==> config.mk <==
export PLATFORM = sky130hd
export DESIGN_NAME = mem_arbiter
export DESIGN_NICKNAME = d
export VERILOG_FILES = /design/src/rtl/mem_arbiter.sv
export SDC_FILE = /design/constraint.sdc
export NUM_CORES = 1
export LEC_CHECK = 0
export ABC_AREA = 0
export BUFFER_PORTS_ARGS = -buffer_cell sky130_fd_sc_hd__buf_2
export CORE_AREA = 3 3 76 78
export CTS_CLUSTER_DIAMETER = 120
export DETAILED_ROUTE_END_ITERATION = 10
export DIE_AREA = 0 0 79 81
export GPL_TIMING_DRIVEN = 0
export PLACE_DENSITY = 0.86
export SYNTH_ARGS = -nofsm -noshare
export SYNTH_HDL_FRONTEND = slang
export SYNTH_SLANG_ARGS = --single-unit
==> constraint.sdc <==
create_clock -name clk -period 3.6 [get_ports clk]
set_input_delay 0.36 -clock clk [delete_from_list [all_inputs] [get_ports clk]]
set_output_delay 0.36 -clock clk [all_outputs]
set_load 0.01 [all_outputs]
==> src/rtl/mem_arbiter.sv <==
// mem_arbiter: two-port (instruction/data) arbiter in front of a single-port
// synchronous-read RAM, with round-robin contention and a bounded data-port lock.
`timescale 1ns/1ps
`default_nettype none

module mem_arbiter #(
  parameter int DATA_WIDTH = 32,
  parameter int ADDR_WIDTH = 9
) (
  input  logic                  clk,
  input  logic                  reset_n,
  // instruction port
  input  logic                  i_req,
  input  logic [ADDR_WIDTH-1:0] i_addr,
  output logic                  i_gnt,
  output logic                  i_rvalid,
  output logic [DATA_WIDTH-1:0] i_rdata,
  // data port
  input  logic                  d_req,
  input  logic                  d_we,
  input  logic                  d_lock,
  input  logic [ADDR_WIDTH-1:0] d_addr,
  input  logic [DATA_WIDTH-1:0] d_wdata,
  output logic                  d_gnt,
  output logic                  d_rvalid,
  output logic [DATA_WIDTH-1:0] d_rdata,
  // RAM port
  output logic [ADDR_WIDTH-1:0] ram_addr,
  output logic [DATA_WIDTH-1:0] ram_data,
  output logic                  ram_we,
  input  logic [DATA_WIDTH-1:0] ram_q
);

  localparam logic [0:0] ST_ARB    = 1'b0;
  localparam logic [0:0] ST_LOCKED = 1'b1;

  logic [0:0]            r_state;
  logic                  r_last_d;     // 1: data port was granted most recently
  logic [3:0]            r_lock_cnt;
  logic [ADDR_WIDTH-1:0] r_addr;
  logic                  r_i_rvalid;
  logic                  r_d_rvalid;

  logic                  w_i_gnt;
  logic                  w_d_gnt;
  logic                  w_lock_exit;

  // Grants are gated by reset_n so nothing is accepted while reset is held.
  always_comb begin
    w_i_gnt = 1'b0;
    w_d_gnt = 1'b0;
    if (reset_n) begin
      if (r_state == ST_LOCKED) begin
        w_d_gnt = d_req;
      end else begin
        w_i_gnt = i_req && (!d_req || r_last_d);
        w_d_gnt = d_req && !w_i_gnt;
      end
    end
  end

  always_comb begin
    w_lock_exit = (r_lock_cnt == 4'd15) || !d_req || (w_d_gnt && !d_lock);
  end

  assign i_gnt    = w_i_gnt;
  assign d_gnt    = w_d_gnt;
  assign ram_addr = w_i_gnt ? i_addr : (w_d_gnt ? d_addr : r_addr);
  assign ram_data = w_d_gnt ? d_wdata : '0;
  assign ram_we   = w_d_gnt && d_we;
  assign i_rvalid = r_i_rvalid;
  assign d_rvalid = r_d_rvalid;
  assign i_rdata  = ram_q;
  assign d_rdata  = ram_q;

  always_ff @(posedge clk or negedge reset_n) begin
    if (!reset_n) begin
      r_state    <= ST_ARB;
      r_last_d   <= 1'b1;
      r_lock_cnt <= 4'd0;
      r_addr     <= '0;
      r_i_rvalid <= 1'b0;
      r_d_rvalid <= 1'b0;
    end else begin
      r_i_rvalid <= w_i_gnt;
      r_d_rvalid <= w_d_gnt && !d_we;
      if (w_i_gnt || w_d_gnt) begin
        r_addr <= ram_addr;
      end
      if (w_i_gnt) begin
        r_last_d <= 1'b0;
      end else if (w_d_gnt) begin
        r_last_d <= 1'b1;
      end

      if (r_state == ST_ARB) begin
        if (w_d_gnt && d_lock) begin
          r_state    <= ST_LOCKED;
          r_lock_cnt <= 4'd0;
        end
      end else begin
        r_lock_cnt <= r_lock_cnt + 4'd1;
        if (w_lock_exit) begin
          r_state <= ST_ARB;
        end
        // A timed-out lock hands the next contention to the instruction port.
        if (r_lock_cnt == 4'd15) begin
          r_last_d <= 1'b1;
        end
      end
    end
  end

endmodule

`default_nettype wire

==> flow_summary.json <==
{
  "die_x_um": 79,
  "final_cells": 417,
  "tightest_slew_ns": 0.476,
  "finalCriticalPeriod_ns": 2.22,
  "critPathMaxFanout": 10,
  "path_clk_slew_ns": 0.07,
  "num_vias": 1751,
  "grt_first_pass_wirelength_um": 7090,
  "postPlaceCellArea_um2": 2510,
  "synthFlopType": "dfrtp_1",
  "ir_worst_vdd_uv": 192,
  "synth_cell_type_count": 30,
  "fp.dieH_um": 81,
  "max_freq_mhz": 450,
  "fin_worst_skew_ns": 0.00302,
  "grt_pass1_vias": 1579,
  "hold_violations": 0,
  "h-tree-depth": 1,
  "p_seq_share_pct": 35.4,
  "swShare_pct": 32.8,
  "wirelength_um": 5080,
  "synthToLayoutAreaGrowth_pct": 60.1,
  "power_density_nw_per_um2": 289,
  "p_leak_nw": 1.56,
  "placed_cells": 413,
  "start_kind": "flip-flop",
  "post-route-period-util_pct": 61.8,
  "fin_area_um2": 2560,
  "cts_buffers": 3,
  "hp-class": "input pin to asynchronous set/reset pin",
  "io_pins": 198,
  "power_frac_comb_pct": 45.1,
  "ys_warn_count": 0,
  "viasPerCell": 4.20,
  "crit_start": "r_last_d",
  "worstSetupEndpointType": "primary output",
  "cts_max_path_buffers": 2,
  "worst_ep_required_time_ns": 3.24,
  "r2r-start": "r_last_d",
  "worstSetupPathType": "flip-flop to primary output",
  "fin_tns_setup_ns": 0,
  "grt.overflow.total": 0,
  "nets": 437,
  "clockPowerShare_pct": 19.5,
  "synth.top_cell.area_share_pct": 30.5,
  "drtIter0Drc": 33,
  "clkLatencyLatePin_ns": 0.25,
  "final_antenna_net_count": 0,
  "yosys-top-cells-count": "65 x buf_4, 34 x and2_1, 18 x a221o_1",
  "dp_hpwl_um": 4270,
  "first_pass_iters": 4,
  "syn_nets": 267,
  "rsz0062_at_grt": "no",
  "rows": 26,
  "clockRootBuffer": "clkbuf_8",
  "async_flop_share_pct": 100,
  "start_util_pct": 31.1,
  "setup_violations": 0,
  "finalPower_mw": 0.739,
  "synth_top_area_cell": "buf_4",
  "drc": 0,
  "dieArea_um2": 6400,
  "dpl_worst_slack_ns": 1.36,
  "cts_setup_buffers": 0,
  "antenna_found_initial": 0,
  "drive_gt1_share_pct": 69.7,
  "io_buffers": 165,
  "cts_hold_buf": 0,
  "rr_worst_depth": 5,
  "ys_seq_elements": 17,
  "diodes": 0,
  "ctsResizeCount": 0,
  "syn_area_per_cell_um2": 8.98,
  "ys_seq_area_share_pct": 26.7,
  "wire_per_inst_um": 12.2,
  "synth_area_um2": 1600,
  "core-area_um2": 5140,
  "relSlewSlack_pct": 68.3,
  "slew_viol_final": 0,
  "cts_tree": "built",
  "drv_cap": 0,
  "worst_slack_ns": 1.38,
  "grtUsageTotal_pct": 13.7,
  "p_switching_mw": 0.243,
  "place_congestion": 0.656,
  "ys_top_cells_by_area": "buf_4 31%, dfrtp_1 25%, and2_1 13%",
  "grt_max_degree": 24,
  "cp.arrival_ns": 1.86,
  "synth-edff-count": 0,
  "power.internal_mw": 0.496,
  "synth.most_common_cell": "buf_4",
  "status": "completed",
  "clock-sinks": 17,
  "syn_inst": 178
}
## final cells by class
cell class	instances	area (um2)
plain buffers	72	542
clock buffers	3	41.3
clock inverters	1	5.00
fillers	505	2580
inverters	1	3.75
multi-input cells	88	626
flip-flops and latches	17	427
well taps	70	87.6
repair buffers	165	826
## worst paths after layout
| path | end | slack [ns] |
|---|---|---|
| min | r_addr[3] | 0.05 |
| min reg2reg | r_addr[1] | 0.51 |
| max | ram_addr[4] | 1.38 |
| max in group asynchronous | r_last_d | 3.19 |
| min in group clk | d_rvalid | 0.26 |
| max reg2reg | r_addr[4] | 2.01 |
## state kept, by name (all words and copies together), names as in the netlist
signal      cells
r_addr          9
i_rvalid        1
d_rvalid        1
r_last_d        1
r_state         1
r_lock_cnt      4
## power by group through the flow
| stage | registers (mW) | clock network [mW] | logic (mW) |
|---|---|---|---|
| after floorplan | 0.260 | 0 | 0.210 |
| after global placement | 0.263 | 0 | 0.329 |
| after detailed placement | 0.264 | 0 | 0.338 |
| after CTS | 0.262 | 0.154 | 0.339 |
| after global routing | 0.269 | 0.163 | 0.365 |
| final | 0.262 | 0.144 | 0.334 |
## cell usage in the layout (no fill, tap or decap), types with 2 or more instances in the layout
cell type,netlist,routed
clkbuf_1,3,3
dfrtp_1,16,16
a221o_1,18,18
clkbuf_8,0,3
buf_4,65,65
o21ai_0,3,3
and3_1,10,10
nand2_1,5,5
buf_6,2,2
o22ai_1,2,2
and2_1,34,34
buf_2,1,166
## cell families (layout without fill, tap and decap cells)
group | after synthesis | in the layout | synth area share (%)
AOI/OAI and AO/OA | 26 | 26 | 14.6
xor gates and xnor gates | 2 | 2 | 1.10
adders and majority gates | 1 | 1 | 0.783
buffers and inverters | 73 | 242 | 34.1
DFF | 17 | 17 | 26.7
and+or+nand+nor | 59 | 59 | 22.7
## metrics by stage
step | hold WS [ns] | utilization [%]
after floorplan | 0.0644 | -
after global placement | 0.336 | 48.9
after detailed placement | 0.346 | 48.9
after CTS | 0.0604 | 49.8
after global routing | 0.0778 | 49.8
final | 0.0547 | 49.8
## per-layer routing
metal	GRT usage [%]	wire [um]
met1	15.7	1930
met2	25.8	2690
met3	3.55	442
met4	2.58	17
met5	0	0
## worst max-delay path: stages (launching register included)
cell,delay [ns]
dfstp_2,0.54
nand3b_1,0.11
and3_1,0.21
buf_6,0.14
buf_6,0.13
a221o_1,0.34
buf_2,0.14
Power figures use the tool's default switching activity.
